## config.mk

```make
export PLATFORM = sky130hd
export DESIGN_NAME = servo_arbiter_flat
export DESIGN_NICKNAME = d
export VERILOG_FILES = /design/src/rtl/servo_arbiter_if.sv /design/src/rtl/servo_arbiter.sv /design/src/flat_wrapper.sv
export SDC_FILE = /design/constraint.sdc
export NUM_CORES = 1
export LEC_CHECK = 0
export CORE_MARGIN = 3
export CORE_UTILIZATION = 42
export CTS_CLUSTER_SIZE = 20
export DETAILED_ROUTE_END_ITERATION = 10
export PLACE_DENSITY = 0.86
export SKIP_LAST_GASP = 1
export SLEW_MARGIN = 20
export SYNTH_ARGS = -nofsm -noshare
export SYNTH_HDL_FRONTEND = slang
export SYNTH_SLANG_ARGS = --single-unit
```

## constraint.sdc

```tcl
create_clock -name clk -period 3.2 [get_ports clk]
set_clock_uncertainty 0.15 [all_clocks]
set_input_delay 0.64 -clock clk [delete_from_list [all_inputs] [get_ports clk]]
set_output_delay 0.64 -clock clk [all_outputs]
set_load 0.05 [all_outputs]
```

## src/rtl/servo_arbiter_if.sv

```systemverilog
// Purpose : servo control-word bus between three requesters, the arbiter and servo_controller.
// Latency : none (wires only).
// Backpressure : stb/ack; a sender holds stb and data until the edge where stb and ack are both high.
// Signals:
//   input_{a,b,c} / input_{a,b,c}_stb / input_{a,b,c}_ack  - requester words and handshake
//   output_control / output_control_stb / output_control_ack - merged stream to servo_controller
//   output_grant   - source of the held word (0=A, 1=B, 2=C)
//   output_timeout - one-cycle pulse when a held word is dropped by the watchdog
// Modports: slave = arbiter view, master = requesters + controller view.
interface servo_arbiter_if;
  logic [15:0] input_a;
  logic [15:0] input_b;
  logic [15:0] input_c;
  logic        input_a_stb;
  logic        input_b_stb;
  logic        input_c_stb;
  logic        input_a_ack;
  logic        input_b_ack;
  logic        input_c_ack;
  logic [15:0] output_control;
  logic        output_control_stb;
  logic        output_control_ack;
  logic [1:0]  output_grant;
  logic        output_timeout;

  modport slave (
    input  input_a, input_b, input_c,
    input  input_a_stb, input_b_stb, input_c_stb,
    output input_a_ack, input_b_ack, input_c_ack,
    output output_control, output_control_stb,
    input  output_control_ack,
    output output_grant, output_timeout
  );

  modport master (
    output input_a, input_b, input_c,
    output input_a_stb, input_b_stb, input_c_stb,
    input  input_a_ack, input_b_ack, input_c_ack,
    input  output_control, output_control_stb,
    output output_control_ack,
    input  output_grant, output_timeout
  );
endinterface

```

## src/rtl/servo_arbiter.sv

```systemverilog
// Purpose : three-way round-robin merge of 16-bit servo control words into one stb/ack stream.
// Latency : input stb sampled in IDLE -> input ack next cycle -> output stb the cycle after; 3 clocks/word minimum.
// Backpressure : the held word waits in SEND until output_control_ack (or the watchdog drops it); unserved requesters keep stb high.
// Ports:
//   clk - single clock, rising edge
//   rst - synchronous active-low reset
//   bus - servo_arbiter_if.slave (requester words/handshakes, output stream, grant, timeout)
// Parameter TIMEOUT (1..65535): SEND cycles without ack before the word is dropped.
// Optional feature: define SERVO_ARB_WATCHDOG_EN to build the watchdog; otherwise
// output_timeout is tied 0 and SEND waits indefinitely.
module servo_arbiter #(
  parameter int unsigned TIMEOUT = 1023
) (
  input logic            clk,
  input logic            rst,
  servo_arbiter_if.slave bus
);

  typedef enum logic [1:0] {
    IDLE   = 2'd0,
    ACCEPT = 2'd1,
    SEND   = 2'd2
  } state_t;

  state_t      state;
  state_t      state_nxt;

  logic [1:0]  last;
  logic [1:0]  win;
  logic        win_vld;
  logic [2:0]  req;

  logic [2:0]  ack_r;
  logic [15:0] ctrl_r;
  logic        ctrl_stb_r;
  logic [1:0]  grant_r;
  logic [15:0] sel_word;
  logic        wd_expire;

  assign req = {bus.input_c_stb, bus.input_b_stb, bus.input_a_stb};

  // Search begins one past the last granted source and wraps, so an idle
  // source costs nothing: the first requester in that order wins directly.
  always_comb begin
    win     = 2'd0;
    win_vld = |req;
    case (last)
      2'd0:    win = req[1] ? 2'd1 : (req[2] ? 2'd2 : 2'd0);
      2'd1:    win = req[2] ? 2'd2 : (req[0] ? 2'd0 : 2'd1);
      default: win = req[0] ? 2'd0 : (req[1] ? 2'd1 : 2'd2);
    endcase
  end

  always_comb begin
    case (grant_r)
      2'd0:    sel_word = bus.input_a;
      2'd1:    sel_word = bus.input_b;
      default: sel_word = bus.input_c;
    endcase
  end

`ifdef SERVO_ARB_WATCHDOG_EN
  // The counter holds the number of unacked SEND cycles already spent; the
  // word is dropped on the edge that would take it to TIMEOUT, so stb is
  // high for exactly TIMEOUT cycles.
  localparam logic [15:0] WD_LAST = 16'(TIMEOUT - 1);

  logic [15:0] wd_cnt;
  logic        timeout_r;

  assign wd_expire = (state == SEND) && !bus.output_control_ack && (wd_cnt == WD_LAST);

  always_ff @(posedge clk) begin
    if (!rst) begin
      wd_cnt    <= 16'd0;
      timeout_r <= 1'b0;
    end else begin
      timeout_r <= wd_expire;
      if (state == ACCEPT) begin
        wd_cnt <= 16'd0;
      end else if ((state == SEND) && !bus.output_control_ack) begin
        wd_cnt <= wd_cnt + 16'd1;
      end
    end
  end

  assign bus.output_timeout = timeout_r;
`else
  logic unused_timeout;

  assign unused_timeout     = ^16'(TIMEOUT);
  assign wd_expire          = 1'b0;
  assign bus.output_timeout = 1'b0;
`endif

  // State register.
  always_ff @(posedge clk) begin
    if (!rst) begin
      state <= IDLE;
    end else begin
      state <= state_nxt;
    end
  end

  // Next state. Arbitration only happens in IDLE; late requests wait.
  always_comb begin
    state_nxt = state;
    case (state)
      IDLE:    if (win_vld) state_nxt = ACCEPT;
      ACCEPT:  state_nxt = SEND;
      SEND:    if (bus.output_control_ack || wd_expire) state_nxt = IDLE;
      default: state_nxt = IDLE;
    endcase
  end

  // Registered outputs. The input ack is set on the IDLE->ACCEPT edge so it
  // is high during ACCEPT only; the word is captured on the edge that
  // completes that input transfer.
  always_ff @(posedge clk) begin
    if (!rst) begin
      last       <= 2'd2;
      ack_r      <= 3'b000;
      ctrl_r     <= 16'd0;
      ctrl_stb_r <= 1'b0;
      grant_r    <= 2'd0;
    end else begin
      ack_r <= 3'b000;
      case (state)
        IDLE: begin
          if (win_vld) begin
            grant_r <= win;
            ack_r   <= 3'b001 << win;
          end
        end
        ACCEPT: begin
          ctrl_r     <= sel_word;
          ctrl_stb_r <= 1'b1;
          last       <= grant_r;
        end
        SEND: begin
          if (bus.output_control_ack || wd_expire) begin
            ctrl_stb_r <= 1'b0;
          end
        end
        default: ;
      endcase
    end
  end

  assign bus.input_a_ack        = ack_r[0];
  assign bus.input_b_ack        = ack_r[1];
  assign bus.input_c_ack        = ack_r[2];
  assign bus.output_control     = ctrl_r;
  assign bus.output_control_stb = ctrl_stb_r;
  assign bus.output_grant       = grant_r;

endmodule

```

## src/flat_wrapper.sv

```systemverilog
// flat-port wrapper written by rule: the top's interface ports become plain ports
module servo_arbiter_flat 
#(
  parameter int unsigned TIMEOUT = 1023
)
  (clk, rst, bus_input_a, bus_input_b, bus_input_c, bus_input_a_stb, bus_input_b_stb, bus_input_c_stb, bus_input_a_ack, bus_input_b_ack, bus_input_c_ack, bus_output_control, bus_output_control_stb, bus_output_control_ack, bus_output_grant, bus_output_timeout);
  servo_arbiter_if bus_i ();
  input logic clk;
  input logic rst;
  input wire logic [$bits(bus_i.input_a)-1:0] bus_input_a;
  input wire logic [$bits(bus_i.input_b)-1:0] bus_input_b;
  input wire logic [$bits(bus_i.input_c)-1:0] bus_input_c;
  input wire logic [$bits(bus_i.input_a_stb)-1:0] bus_input_a_stb;
  input wire logic [$bits(bus_i.input_b_stb)-1:0] bus_input_b_stb;
  input wire logic [$bits(bus_i.input_c_stb)-1:0] bus_input_c_stb;
  output wire logic [$bits(bus_i.input_a_ack)-1:0] bus_input_a_ack;
  output wire logic [$bits(bus_i.input_b_ack)-1:0] bus_input_b_ack;
  output wire logic [$bits(bus_i.input_c_ack)-1:0] bus_input_c_ack;
  output wire logic [$bits(bus_i.output_control)-1:0] bus_output_control;
  output wire logic [$bits(bus_i.output_control_stb)-1:0] bus_output_control_stb;
  input wire logic [$bits(bus_i.output_control_ack)-1:0] bus_output_control_ack;
  output wire logic [$bits(bus_i.output_grant)-1:0] bus_output_grant;
  output wire logic [$bits(bus_i.output_timeout)-1:0] bus_output_timeout;
  assign bus_i.input_a = bus_input_a;
  assign bus_i.input_b = bus_input_b;
  assign bus_i.input_c = bus_input_c;
  assign bus_i.input_a_stb = bus_input_a_stb;
  assign bus_i.input_b_stb = bus_input_b_stb;
  assign bus_i.input_c_stb = bus_input_c_stb;
  assign bus_input_a_ack = bus_i.input_a_ack;
  assign bus_input_b_ack = bus_i.input_b_ack;
  assign bus_input_c_ack = bus_i.input_c_ack;
  assign bus_output_control = bus_i.output_control;
  assign bus_output_control_stb = bus_i.output_control_stb;
  assign bus_i.output_control_ack = bus_output_control_ack;
  assign bus_output_grant = bus_i.output_grant;
  assign bus_output_timeout = bus_i.output_timeout;
  servo_arbiter #(.TIMEOUT(TIMEOUT)) u_core (.clk(clk), .rst(rst), .bus(bus_i));
endmodule
```

### After elaboration in Yosys (flattened, before gate mapping)

Cells that the tools add are included.

| operators by class | value |
|---|---|
| shifts and indexed selects | 1 |
| equal/unequal tests | 6 |
| reductions and logical operators | 9 |
| multiplexer cells | 13 |

Operators with widths:

| operator | number |
|---|---|
| $pmux 16 s2 | 1 |
| $mux 2 | 7 |
| $eq 2x1->1 const B | 3 |
| $logic_not 2->1 | 3 |
| $pmux 2 s3 | 1 |
| $reduce_and 2->1 | 3 |
| $pmux 2 s2 | 1 |
| $reduce_and 3->1 | 1 |
| $reduce_or 3->1 | 1 |
| $shl 1x2->3 const A | 1 |
| $eq 2x2->1 const B | 1 |
| $mux 1 | 2 |
| $ne 2x1->1 const B | 1 |
| $ne 2x2->1 const B | 1 |
| $pmux 1 s2 | 1 |
| $reduce_bool 2->1 | 1 |

| storage, ports and cells | value |
|---|---|
| bits in registers | 26 |
| logic and storage cells | 35 |

### Longest topological paths before layout

| depth | value |
|---|---|
| word-level depth | 4 |
| mapped depth | 5 |

### Worst setup path before layout

OpenSTA, ideal clock, no wires.

| timing | value |
|---|---|
| path kind | reg-to-reg |
| start point | register u_core.grant_r[0], in the netlist u_core.bus.output_grant[0] |
| end point | register u_core.ctrl_r[10], in the netlist u_core.bus.output_control[10] |
| stages on the path, launching flop included | 6 |
| path slack | 1.440 ns |
| arrival | 1.478 ns |
| setup time | 0.132 ns |
| data required time | 2.918 ns |
| path through | dfxtp_1 > buf_6 > buf_6 > mux2_4 > o211ai_2 > a21oi_1 |

| on the way | value |
|---|---|
| word-level cells in the longest chain between the ends | 2 |
| elaborated cells between the ends (all ways) | 3 |

RTL lines:

| what | RTL line | text |
|---|---|---|
| start: declaration | servo_arbiter.sv:36 | `logic [1:0] grant_r;` |
| start signal: assignment | servo_arbiter.sv:131 | `grant_r <= win;` |
| $eq 2x1->1 / $logic_not 2->1 (equally long branches) | servo_arbiter.sv:55 | `case (grant_r)` |
| $pmux 16 s2 * | servo_arbiter.sv:55 |  |
| end signal: assignment | servo_arbiter.sv:136 | `ctrl_r <= sel_word;` |
| end: declaration | servo_arbiter.sv:34 | `logic [15:0] ctrl_r;` |

Every way passes the cells marked *; elsewhere a longest branch is shown, timed or not.
A chain may end at the register's enable or synchronous reset.

### Final worst setup path

| timing | value |
|---|---|
| start point | register u_core.ctrl_r[8], in the netlist u_core.bus.output_control[8] |
| end point | output bus_output_control[8] |

RTL lines:

| what | RTL line | text |
|---|---|---|
| end: declaration | flat_wrapper.sv:19 | `output wire logic [$bits(bus_i.output_control)-1:0] bus_output_control;` |

No word-level cell between the ends.

==> metrics.md <==
| Metric | Value |
|---|---|
| Status | completed |
| Net Sw Frac | between 30% and 40% |
| Final WL | ~3.7 mm |
| All-Layer GR Usage | 18.3% |
| Fin util | 70.8% |
| Ys Warns | 0 |
| CP Launch Type | flip-flop |
| RSZ-0062 raised after global routing | false |
| Cells after DPL | approximately 270 |
| Clk_lat worst skew | 0.33 ns |
| CTS tree | built |
| #FFs+latches synth | 26 |
| Detailed placement HPWL | between 2 and 3 mm |
| Post-synthesis simple-gate area fraction | 18.0% |
| Synth Area in Compound Gates | between 20% and 30% |
| Post-synthesis mux area share | 14.8% |
| Vias in the first global route | 1362 |
| Top delay family on crit path | buffers and inverters |
| Peak Freq | 0.434 GHz |
| Global-route wire length before repair | 6.07 mm |
| Finished Layout Cells | 270 |
| Maximum vdd drop | approximately 0.00027 V |
| Fin crit share | 72.1% |
| Mapped Area | 0.00142 sq mm |
| Xor and xnor area share after synthesis | 0% |
| GR Overflow Total | 0 |
| Iteration-0 DRC Markers | 48 |
| Diode count | 0 |
| Sequential share of power | 38.5% |
| Die ar. | 0.00411 sq mm |
| Number of buffers inserted by port buffering | 75 |
| Area occupied by multi-input gates | approximately 800 sq um |
| LEAKAGE | 0.000787 uW |
| Final hold slack | ~0.31 ns |
| Post-synthesis sequential area ratio | 36.7% |
| Syn nets | 210 |
| Worst min path class | flip-flop to flip-flop |
| Clk pwr share | 23.0% |
| Slowest CP cell | clkdlybuf4s50_1 |
| H-tree Lvls | 1 |
| TritonCTS Buffers | 3 |
| Die Ht | between 60 and 70 um |
| Layout area overhead | 56.1% |
| CTS root buf | clkbuf_4 |
| Final Critical Period | 2.31 ns |
| Filler cells | 261 |
| Worst Path Arrival | 1.52 ns |
| Site row count | 20 |
| Pwr dens | 439 mW/mm^2 |
| Crit path buf inv count | 1 |
| Synthesized instance count | between 150 and 200 |
| Setup WS pre-CTS | 0.982 ns |
| Maximum clock path buffer count | 2 |
| Clk sinks | 26 |
| Layout cells sized above 1 | between 10 and 15% |
| Critical path class | flip-flop to output port |
| CP required | between 2 and 2.5 ns |
| Number of iterations in the first detailed-routing pass | 4 |
| Pin count of the biggest net entering global routing | 35 |
| Routability cong. | 0.721 |
| Most frequent cells in the layout | clkdlybuf4s50_1, dfxtp_1, a21oi_1 |
| Largest family of logic cells by synthesized area | compound AO/OA/AOI/OAI gates |
| Final Hold Violating Endpoints | 0 |
| Num ports | slightly below 80 |
| # DRC | 0 |
| Leading cell type in the layout, fill and taps excluded | clkdlybuf4s50_1 |
| Drt via density | 5.02 |
| Final setup fails | 0 |
| Post-cts sizing count | 0 |
| Critical Path Max Stage Delay | 0.82 ns |
| Die X | 64.1 um |
| CP max FO | 2 |
| Routed wire per std cell | 13.7 um |
| Post-CTS Setup Inserts | 0 |
| Power share of the combinational group | 38.6% |
| Worst-Margin Slew | just over 0.8 ns |
| Relative slew margins | 45.3% |
| Cell Int Power | 648 uW |
| Crit path cell chain | clkdlybuf4s50_1 |
| Max Slew Vio Count | 0 |
| Via count | 1356 |
| DRT antenna net count | 0 |
| Clock-pin slew on the worst setup and hold paths | 0.14 ns |
| Synthesized area per cell | approximately 9.1 sq um |
| Distinct cells, synth | 30 |
| Initial antenna violation count | 0 |
| Initial Util | 45.4% |
| Endpoint class of the critical path | output port |
| Max cap viols | 0 |
| Worst Slack Setup Final | roughly 0.89 ns |
| Core ar. | around 0.0031 sq mm |
| Setup tns final | 0 ns |
| NetSw | between 300 and 400 uW |
| Nets | 281 |
| CTS Hold Bufs | 0 |
| Reg area | 520 sq um |
| Synth Area in Adders | 0% |
==> logic make-up after synthesis <==
group | count (synthesis)
simple gates | 50
buf+inv | 16
other cells | 1
compound gates | 47
flops | 26
mux | 16
==> metal layers <==
| layer | share of wire [%] | vias to the layer above | global-route usage (%) |
|---|---|---|---|
| li1 | - | 691 | - |
| met1 | 40 | 618 | 19.4 |
| met2 | 52 | 43 | 35.0 |
| met3 | 7.4 | 4 | 5.45 |
| met4 | 0.84 | 0 | 4.49 |
| met5 | 0 | - | 0 |
==> power groups by stage <==
stage | registers, uW | logic (uW) | clock network [uW]
finish | 374 | 375 | 223
global route | 378 | 401 | 246
CTS | 374 | 379 | 229
detailed placement | 381 | 377 | 0
global placement | 380 | 371 | 0
floorplan | 475 | 148 | 0
==> Yosys cell counts <==
master	count	area, sq um
mux2_4	8	120
o31ai_1	1	7.51
o211ai_1	9	67.6
nor3_1	1	5.00
o311ai_0	1	8.76
inv_2	1	3.75
inv_1	3	11.3
nor2b_1	2	12.5
o32a_1	1	10.0
dfxtp_1	26	521
a211oi_1	1	7.51
or3_1	1	6.26
nor2_1	5	18.8
o211ai_2	8	100
a311oi_1	1	8.76
buf_4	4	30.0
clkbuf_1	2	7.51
nor3b_1	1	7.51
a21oi_1	22	110
or4_1	1	7.51
buf_2	3	15.0
clkinv_1	1	3.75
conb_1	1	3.75
nand2b_1	17	106
and2b_1	1	7.51
nand2_1	20	75.1
o21ai_0	3	15.0
mux2_1	8	90.1
buf_6	2	22.5
nand2b_2	1	8.76
==> through the flow <==
stage               cell area, sq um  total power [uW]
finish                          2210               972
global placement                2160               751
CTS                             2210               982
global route                    2210              1030
detailed placement              2160               759
floorplan                       1420               623
==> final timing paths <==
path | startpoint | end | slack [ns] | depth (start not counted)
hold / removal | u_core.bus.output_control[2]$_SDFFE_PN0P_ | u_core.bus.output_control[2]$_SDFFE_PN0P_ | 0.31 | 2
setup reg to reg | u_core.state[0]$_SDFFE_PN0P_ | u_core.bus.output_control[14]$_SDFFE_PN0P_ | 1.37 | 3
setup / recovery | u_core.bus.output_control[8]$_SDFFE_PN0P_ | bus_output_control[8] | 0.89 | 1
hold reg to reg | u_core.bus.output_control[2]$_SDFFE_PN0P_ | u_core.bus.output_control[2]$_SDFFE_PN0P_ | 0.31 | 2
==> sequential cells by signal (all words and copies together), names as in the netlist <==
name,cells
u_core.bus.output_grant,2
u_core.bus.output_control_stb,1
u_core.last,2
u_core.bus.output_control,16
u_core.ack_r,3
u_core.state,2
==> final cells by class <==
type / count / share of cell area [%]
Clock buffer: 3 / 1.02
Inverter: 5 / 0.847
Multi-Input combinational cell: 114 / 36.3
Sequential cell: 26 / 23.5
Clock inverter: 1 / 1.36
Tap cell: 44 / 2.49
Timing Repair Buffer: 77 / 34.5
Power figures use the tool's default switching activity.
